`config.mk`:
```
export PLATFORM = sky130hd
export DESIGN_NAME = spi_ram_responder
export DESIGN_NICKNAME = d
export VERILOG_FILES = /design/src/rtl/spi_ram_responder.sv
export SDC_FILE = /design/constraint.sdc
export NUM_CORES = 2
export LEC_CHECK = 0
export CAP_MARGIN = 5
export CORE_MARGIN = 2
export CORE_UTILIZATION = 28
export CTS_CLUSTER_DIAMETER = 80
export CTS_CLUSTER_SIZE = 14
export DETAILED_ROUTE_END_ITERATION = 8
export GPL_ROUTABILITY_DRIVEN = 1
export SLEW_MARGIN = 0
export SYNTH_ARGS = -nofsm -noshare
export SYNTH_HDL_FRONTEND = slang
export SYNTH_SLANG_ARGS = --single-unit
```
`constraint.sdc`:
```
create_clock -name clk -period 5.5 [get_ports clk]
set_input_delay 1.1 -clock clk [delete_from_list [all_inputs] [get_ports clk]]
set_output_delay 1.1 -clock clk [all_outputs]
set_load 0.05 [all_outputs]
```
`src/rtl/spi_ram_responder.sv`:
```
// SPI mode-0 target emulating the program RAM: READ 0x03 / WRITE 0x02 + 16-bit address, plus a parallel load port.
// Define SPI_RESP_FAST_READ_EN to accept FAST_READ 0x0B (8 dummy clocks before data).
module spi_ram_responder #(
    parameter int         ADDR_W    = 8,
    parameter logic [7:0] INIT_BYTE = 8'h77
) (
    input  logic              clk,
    input  logic              reset,
    input  logic              spi_cs_n,
    input  logic              spi_sck,
    input  logic              spi_mosi,
    output logic              spi_miso,
    output logic              spi_miso_oe,
    input  logic              load_en,
    input  logic [ADDR_W-1:0] load_addr,
    input  logic [7:0]        load_data,
    output logic              busy,
    output logic              cmd_err
);
    localparam int SR_W = (ADDR_W > 8) ? ADDR_W : 8;

    typedef enum logic [2:0] {
        ST_IDLE, ST_CMD, ST_ADDR, ST_RDATA, ST_WDATA, ST_IGNORE
`ifdef SPI_RESP_FAST_READ_EN
        , ST_DUMMY
`endif
    } state_t;

    state_t            r_state, w_state_nxt;
    logic              r_sck_s1, r_sck_s2, r_sck_s3;
    logic              r_cs_s1, r_cs_s2, r_cs_s3;
    logic              r_mosi_s1, r_mosi_s2;
    logic [4:0]        r_bit_cnt;
    logic [SR_W-1:0]   r_shift_in;
    logic [7:0]        r_cmd;
    logic [ADDR_W-1:0] r_addr;
    logic [7:0]        r_shift_out;
    logic              r_miso, r_miso_oe, r_cmd_err, r_rd_load;
    logic [7:0]        r_mem [0:(1<<ADDR_W)-1];

    logic              w_sck_rise, w_sck_fall, w_cs_rise, w_cs_fall;
    logic [SR_W-1:0]   w_shift_nxt;
    logic [7:0]        w_byte_in;
    logic [ADDR_W-1:0] w_addr_inc;
    logic              w_spi_we, w_cmd_bad;

    assign w_sck_rise  = r_sck_s2 & ~r_sck_s3;
    assign w_sck_fall  = ~r_sck_s2 & r_sck_s3;
    assign w_cs_rise   = r_cs_s2 & ~r_cs_s3;
    assign w_cs_fall   = ~r_cs_s2 & r_cs_s3;
    assign w_shift_nxt = {r_shift_in[SR_W-2:0], r_mosi_s2};
    assign w_byte_in   = w_shift_nxt[7:0];
    assign w_addr_inc  = r_addr + 1'b1;
    assign w_spi_we    = !w_cs_rise && (r_state == ST_WDATA) && w_sck_rise && (r_bit_cnt == 5'd7);

    assign spi_miso    = r_miso;
    assign spi_miso_oe = r_miso_oe;
    assign busy        = ~r_cs_s2;
    assign cmd_err     = r_cmd_err;

    always_ff @(posedge clk) begin
        if (reset) begin
            {r_sck_s1, r_sck_s2, r_sck_s3} <= 3'b000;
            {r_cs_s1, r_cs_s2, r_cs_s3}    <= 3'b111;
            {r_mosi_s1, r_mosi_s2}         <= 2'b00;
        end else begin
            {r_sck_s1, r_sck_s2, r_sck_s3} <= {spi_sck, r_sck_s1, r_sck_s2};
            {r_cs_s1, r_cs_s2, r_cs_s3}    <= {spi_cs_n, r_cs_s1, r_cs_s2};
            {r_mosi_s1, r_mosi_s2}         <= {spi_mosi, r_mosi_s1};
        end
    end

    always_ff @(posedge clk) begin
        if (reset) r_state <= ST_IDLE;
        else       r_state <= w_state_nxt;
    end

    always_comb begin
        w_state_nxt = r_state;
        w_cmd_bad   = 1'b0;
        if (w_cs_rise) begin
            w_state_nxt = ST_IDLE;
        end else begin
            case (r_state)
                ST_IDLE: if (w_cs_fall) w_state_nxt = ST_CMD;
                ST_CMD: begin
                    if (w_sck_rise && r_bit_cnt == 5'd7) begin
                        case (w_byte_in)
                            8'h02, 8'h03: w_state_nxt = ST_ADDR;
`ifdef SPI_RESP_FAST_READ_EN
                            8'h0B:        w_state_nxt = ST_ADDR;
`endif
                            default: begin
                                w_state_nxt = ST_IGNORE;
                                w_cmd_bad   = 1'b1;
                            end
                        endcase
                    end
                end
                ST_ADDR: begin
                    if (w_sck_rise && r_bit_cnt == 5'd15) begin
                        if (r_cmd == 8'h02)      w_state_nxt = ST_WDATA;
`ifdef SPI_RESP_FAST_READ_EN
                        else if (r_cmd == 8'h0B) w_state_nxt = ST_DUMMY;
`endif
                        else                     w_state_nxt = ST_RDATA;
                    end
                end
`ifdef SPI_RESP_FAST_READ_EN
                ST_DUMMY: if (w_sck_rise && r_bit_cnt == 5'd7) w_state_nxt = ST_RDATA;
`endif
                default: ;
            endcase
        end
    end

    always_ff @(posedge clk) begin
        if (reset) begin
            r_bit_cnt   <= '0;
            r_shift_in  <= '0;
            r_cmd       <= '0;
            r_addr      <= '0;
            r_shift_out <= '0;
            r_miso      <= 1'b0;
            r_miso_oe   <= 1'b0;
            r_cmd_err   <= 1'b0;
            r_rd_load   <= 1'b0;
        end else begin
            r_cmd_err <= w_cmd_bad;
            r_rd_load <= 1'b0;
            if (w_cs_rise || r_state == ST_IDLE) begin
                r_bit_cnt <= '0;
                r_miso    <= 1'b0;
                r_miso_oe <= 1'b0;
            end else begin
                if (w_sck_rise) begin
                    r_shift_in <= w_shift_nxt;
                    r_bit_cnt  <= r_bit_cnt + 5'd1;
                end
                case (r_state)
                    ST_CMD: begin
                        if (w_sck_rise && r_bit_cnt == 5'd7) begin
                            r_cmd     <= w_byte_in;
                            r_bit_cnt <= '0;
                        end
                    end
                    ST_ADDR: begin
                        if (w_sck_rise && r_bit_cnt == 5'd15) begin
                            r_addr    <= w_shift_nxt[ADDR_W-1:0];
                            r_bit_cnt <= '0;
                            r_rd_load <= (w_state_nxt == ST_RDATA);
                        end
                    end
`ifdef SPI_RESP_FAST_READ_EN
                    ST_DUMMY: begin
                        if (w_sck_rise && r_bit_cnt == 5'd7) begin
                            r_bit_cnt <= '0;
                            r_rd_load <= 1'b1;
                        end
                    end
`endif
                    // A fall with no rise yet in this byte (trailing edge of the
                    // previous phase) must not shift, or bit 7 would be skipped.
                    ST_RDATA: begin
                        if (r_rd_load) begin
                            r_shift_out <= r_mem[r_addr];
                            r_miso      <= r_mem[r_addr][7];
                            r_miso_oe   <= 1'b1;
                        end else if (w_sck_fall && r_bit_cnt == 5'd8) begin
                            r_addr      <= w_addr_inc;
                            r_shift_out <= r_mem[w_addr_inc];
                            r_miso      <= r_mem[w_addr_inc][7];
                            r_bit_cnt   <= '0;
                        end else if (w_sck_fall && r_bit_cnt != 5'd0) begin
                            r_shift_out <= {r_shift_out[6:0], 1'b0};
                            r_miso      <= r_shift_out[6];
                        end
                    end
                    ST_WDATA: begin
                        if (w_sck_rise && r_bit_cnt == 5'd7) begin
                            r_addr    <= w_addr_inc;
                            r_bit_cnt <= '0;
                        end
                    end
                    default: ;
                endcase
            end
        end
    end

    always_ff @(posedge clk) begin
        if (reset) begin
            for (int i = 0; i < (1 << ADDR_W); i++) r_mem[i] <= INIT_BYTE;
        end else if (w_spi_we) begin
            r_mem[r_addr] <= w_byte_in;
        end else if (load_en) begin
            r_mem[load_addr] <= load_data;
        end
    end
endmodule

```
# After elaboration in Yosys (flattened, before gate mapping)
# Memories as Yosys holds them, arrays and structs flattened. A register that Yosys moved wholly into a read port is not among the register bits.
# Index checks and enable logic that the tools add are counted.
# W data, S select, Z words.
[totals]
memories = 1
input_bits = 22
regBits = 50
mem_bits_rw = 2048
output_inout_bits = 4
word_cells = 117
[classes]
n_addsub = 2
bitwise = 13
n_eq_ne = 15
mux = 42
reduce_logical = 26
[mem_list]
columns = ["memory", "words", "word_bits", "rd", "rd_ports_with_merged_regs", "wr", "line_no", "source"]
rows = [
  ["r_mem", 256, 8, 2, 1, 256, "39", "logic [7:0] r_mem [0:(1<<ADDR_W)-1];"],
]
[op_table]
columns = ["op", "count"]
rows = [
  ["$mux W8", 10],
  ["$mux W5", 5],
  ["$eq A8 B2 Y1 const B", 3],
  ["$pmux W8 S3", 1],
  ["$mux W7", 3],
  ["$mux W3", 6],
  ["$reduce_or A8 Y1", 2],
  ["$mux W1", 15],
  ["$pmux W5 S3", 1],
  ["$eq A5 B4 Y1 const B", 2],
  ["$eq A3 B2 Y1 const B", 3],
  ["$not A1 Y1", 9],
  ["$pmux W3 S3", 1],
  ["$add A8 B1 Y8 const B", 1],
  ["$reduce_or A4 Y1", 2],
  ["$logic_and A1 B1 Y1", 7],
  ["$ne A2 B2 Y1 const B", 3],
  ["$reduce_and A2 Y1", 3],
  ["$reduce_and A3 Y1", 2],
  ["$reduce_and A6 Y1", 1],
  ["$reduce_bool A3 Y1", 2],
  ["$reduce_or A2 Y1", 3],
  ["$add A5 B1 Y5 const B", 1],
  ["$eq A5 B3 Y1 const B", 1],
  ["other kinds (8)", 11],
]

# Logic depth before layout (Yosys ltp)
[depth]
word_depth = 12
mapped_depth = 14
mapped_depth_nobuf = 10

# Worst setup path after synthesis
# OpenSTA, ideal clock, no wires.
[synth_path]
path_type = "in2reg"
startpoint = "input port reset"
endpoint = "memory r_mem[181][0] (enable)"
required_time_ns = 5.116
setup_slack_ns = 1.631
t_arrival_ns = 3.485
path_stages = 12
setup_time_ns = 0.384
cell_sequence = "clkbuf_1 inv_1 o311ai_2 buf_4 buf_6 buf_6 o21a_1 buf_2 nor2_1 nand2_1 clkbuf_1 o21ai_0"
[synth_lines]
columns = ["element", "line_no", "source"]
rows = [
  ["start, declared", "8", "input logic reset,"],
  ["end, declared", "39", ""],
]

# Worst setup path after layout
[layout_path]
startpoint = "register r_addr[2]"
endpoint = "register r_shift_out[2]"
[layout_between]
elab_chain_len = 4
[layout_lines]
columns = ["element", "line_no", "source"]
rows = [
  ["start, declared", "36", "logic [ADDR_W-1:0] r_addr;"],
  ["start signal, assigned", "149", "r_addr <= w_shift_nxt[ADDR_W-1:0];"],
  ["start signal, assigned", "170", "r_addr <= w_addr_inc;"],
  ["start signal, assigned", "181", "r_addr <= w_addr_inc;"],
  ["$add A8 B1 Y8", "53", "assign w_addr_inc = r_addr + 1'b1;"],
  ["$mem_v2 Z256 W8", "n/a", ""],
  ["$mux W7", "169", "end else if (w_sck_fall && r_bit_cnt == 5'd8) begin"],
  ["$mux W7", "165", "if (r_rd_load) begin"],
  ["end signal, assigned", "166", "r_shift_out <= r_mem[r_addr];"],
  ["end signal, assigned", "171", "r_shift_out <= r_mem[w_addr_inc];"],
  ["end signal, assigned", "175", "r_shift_out <= {r_shift_out[6:0], 1'b0};"],
  ["end, declared", "37", "logic [7:0] r_shift_out;"],
]
# Every way passes these cells.
# A chain may end at the register's enable or synchronous reset.

==> flow_summary.json <==
{
  "yosys-top-cells-count": "nand2_1, edfxtp_1, mux4_2, nor2_1, clkbuf_1",
  "numCtsBuffers": 173,
  "synth_area_um2": 111000,
  "start_util_pct": 28.2,
  "net-switching-power_mw": 7.19,
  "antenna_found_initial": 43,
  "core_area_um2": 393000,
  "synth_edf_count": 2048,
  "drc": 0,
  "syn_to_final_growth_pct": 13.0,
  "fin_nets": 8433,
  "period_minus_slack_ns": 5.22,
  "use_met2_pct": 34.3,
  "cts.sinks": 2106,
  "grt_pass1_vias": 80900,
  "met1_usage_pct": 27.9,
  "wl_mm": 467,
  "outcome": "completed",
  "clockBufferDepth": 3,
  "grt.total_usage_pct": 22.7,
  "ys_top_cells_by_area": "edfxtp_1, mux4_2, nand2_1",
  "dieArea_um2": 400000,
  "gp_congestion": 0.973,
  "yosysTopAreaCellShare_pct": 55.6,
  "yosysTopAreaCell": "edfxtp_1",
  "drive_above_1_share_pct": 24.3,
  "rsz0062_at_grt": "no",
  "power-per-cell-area_nw_per_um2": 248,
  "place_hpwl_mm": 310,
  "rows": 230,
  "hold_ws_ns": 0.416,
  "die_w_um": 633,
  "die_y_um": 633,
  "clock_skew_ns": 0.0872,
  "cp.required_ns": 6.27,
  "path_class": "reg2reg",
  "fmax_mhz": 192,
  "synth.avg_cell_area_um2": 13.2,
  "start_kind": "register",
  "slew_viol_final": 0,
  "first_pass_iters": 6,
  "synth_seq_area_share_pct": 56.6,
  "grt_overflow": 0,
  "ir_worst_vdd_mv": 0.293,
  "fin_setup_tns_ns": 0,
  "port_buffers": 25,
  "placed_cell_area_um2": 120000,
  "p_sw_share_pct": 23.2,
  "p_total_mw": 30.9,
  "drt_iter0_markers": 14500,
  "synthFlopType": "edfxtp_1",
  "ant_nets": 0,
  "final_util_pct": 31.8,
  "fin_cells": 13700,
  "viasPerCell": 6.09,
  "end_kind": "register",
  "postCtsSetupBuffers": 0,
  "hold_path_class": "reg2reg",
  "wl_per_cell_um": 34.1,
  "cts_root_buf": "clkbuf_16",
  "pre_cts_slack_ns": 0.239,
  "p_int_mw": 23.8,
  "slew_headroom_pct": 2.51,
  "ctsResizeCount": 0,
  "grt-busiest-layer": "met2",
  "comb_power_share_pct": 4.1,
  "ys_warn_count": 0,
  "placed_cells": 13400,
  "vias": 83500,
  "ctsHoldBuffers": 0,
  "grt_pass1_wl_mm": 645,
  "cp_max_fo": 12,
  "cap_violations": 0,
  "synth_cell_type_count": 88,
  "yosysMostFrequentCell": "nand2_1",
  "ios": 26,
  "crit_arrival_ns": 5.99,
  "cts_tree": "yes",
  "async_flop_share_pct": 0,
  "worst_pin_slew_ns": 1.45,
  "use_met3_pct": 7.01,
  "finalInstanceArea_um2": 125000,
  "finalWorstSetupSlack_ns": 0.279,
  "synthCells": 8370,
  "finalSetupViolCount": 0,
  "ys_ff_latch": 2106,
  "grt_max_degree": 90,
  "clk_pin_slew_ns": 0.07,
  "syn-num-nets": 8396,
  "period_share_pct": 94.9,
  "htreeDepth": 4,
  "clk_latency_ns": 0.90,
  "p_leak_nw": 31.3,
  "pwr-share-seq_pct": 57.3,
  "hold_violations": 0,
  "clkPwrFrac_pct": 38.6
}
==> kinds of logic (layout without fill, tap and decap cells) <==
family / count (synthesis) / count (layout) / share of synthesized area (%)
compound gates: 713 / 713 / 4.20
xor+xnor: 12 / 12 / 0.102
fa+ha+maj: 5 / 5 / 0.0543
buf+inv: 854 / 949 / 3.56
flops: 2106 / 2106 / 56.6
mux: 1256 / 1256 / 22.7
other cells: 0 / 26 / 0
simple gates: 3424 / 3424 / 12.7
==> registers in the layout (all words and copies together), names as in the netlist, named ones only <==
| signal | flops |
|---|---|
| r_sck_s2 | 1 |
| cmd_err | 1 |
| r_cs_s1 | 1 |
| spi_miso | 1 |
| r_rd_load | 1 |
| r_mosi_s2 | 1 |
| r_shift_out | 7 |
| r_cmd | 8 |
| r_cs_s2 | 1 |
| spi_miso_oe | 1 |
| r_bit_cnt | 5 |
| r_shift_in | 7 |
| r_cs_s3 | 1 |
| r_sck_s1 | 1 |
| r_mosi_s1 | 1 |
| r_mem | 2048 |
| r_addr | 8 |
| r_sck_s3 | 1 |
| r_state | 3 |
==> power by group through the flow <==
| stage | sequential (mW) | combinational, mW | clock [mW] |
|---|---|---|---|
| 2_1_floorplan | 18.1 | 0.569 | 0 |
| 3_3_place_gp | 18.1 | 1.21 | 0 |
| 3_5_place_dp | 18.1 | 1.23 | 0 |
| 4_1_cts | 17.7 | 1.23 | 11.9 |
| 5_1_grt | 17.7 | 1.28 | 12.5 |
| 6_report | 17.7 | 1.27 | 11.9 |
==> worst paths after layout <==
check                  from        endpoint  slack [ns]  depth (start not counted)
setup / recovery  r_addr[2]  r_shift_out[2]        0.28                         10
setup reg to reg  r_addr[2]  r_shift_out[2]        0.28                         10
hold reg to reg     r_cs_s1         r_cs_s2        0.42                          1
hold / removal      r_cs_s1         r_cs_s2        0.42                          1
==> placed cells by master (no fill, tap or decap), types with 11 or more instances in the layout <==
master,n
nor3_4,13
nor2_2,26
a2111oi_0,11
a21oi_1,64
clkdlybuf4s50_1,24
diode_2,26
clkbuf_1,31
a311oi_1,31
or2_2,23
nand2_1,2236
dfxtp_1,51
mux2i_1,226
a31oi_1,59
o21ai_1,15
nand2b_1,15
a221oi_1,17
nor2_1,648
and2_1,19
a211oi_1,29
buf_4,604
o22ai_1,38
nand3_1,175
a32oi_1,43
clkbuf_16,173
edfxtp_1,2048
buf_12,69
nor2b_1,24
and3_1,33
mux2_2,22
nor4_1,47
nor3_1,64
nand4_1,19
o221ai_1,39
mux4_2,1000
o21ai_0,269
nor3_2,15
==> metal layers <==
metal  up-vias  routed length (um)
met4        30               38500
met5         -                 219
li1      31700                   -
met3      1614               63500
met1     43000              159000
met2      7261              205000
==> layout make-up <==
cell class | count | area (um2)
inverter | 14 | 65.1
multi-input combinational | 5410 | 44500
fill | 38600 | 268000
clock buffer | 205 | 4460
tap | 5220 | 6530
clock inverter | 28 | 457
sequential | 2106 | 62700
antenna | 26 | 65.1
timing repair buffer | 702 | 6200
==> worst max-delay path, stage by stage (launching register included) <==
cell and delay, ns:
dfxtp_1 0.78, nand3_1 0.33, xnor2_2 0.32, buf_4 0.47, nand2_1 0.72, a31oi_1 0.80
nor4_1 0.13, buf_4 0.18, o31ai_1 0.79, a31oi_1 0.23, a211o_1 0.31
Note: power is estimated with default switching activity, not from simulation.
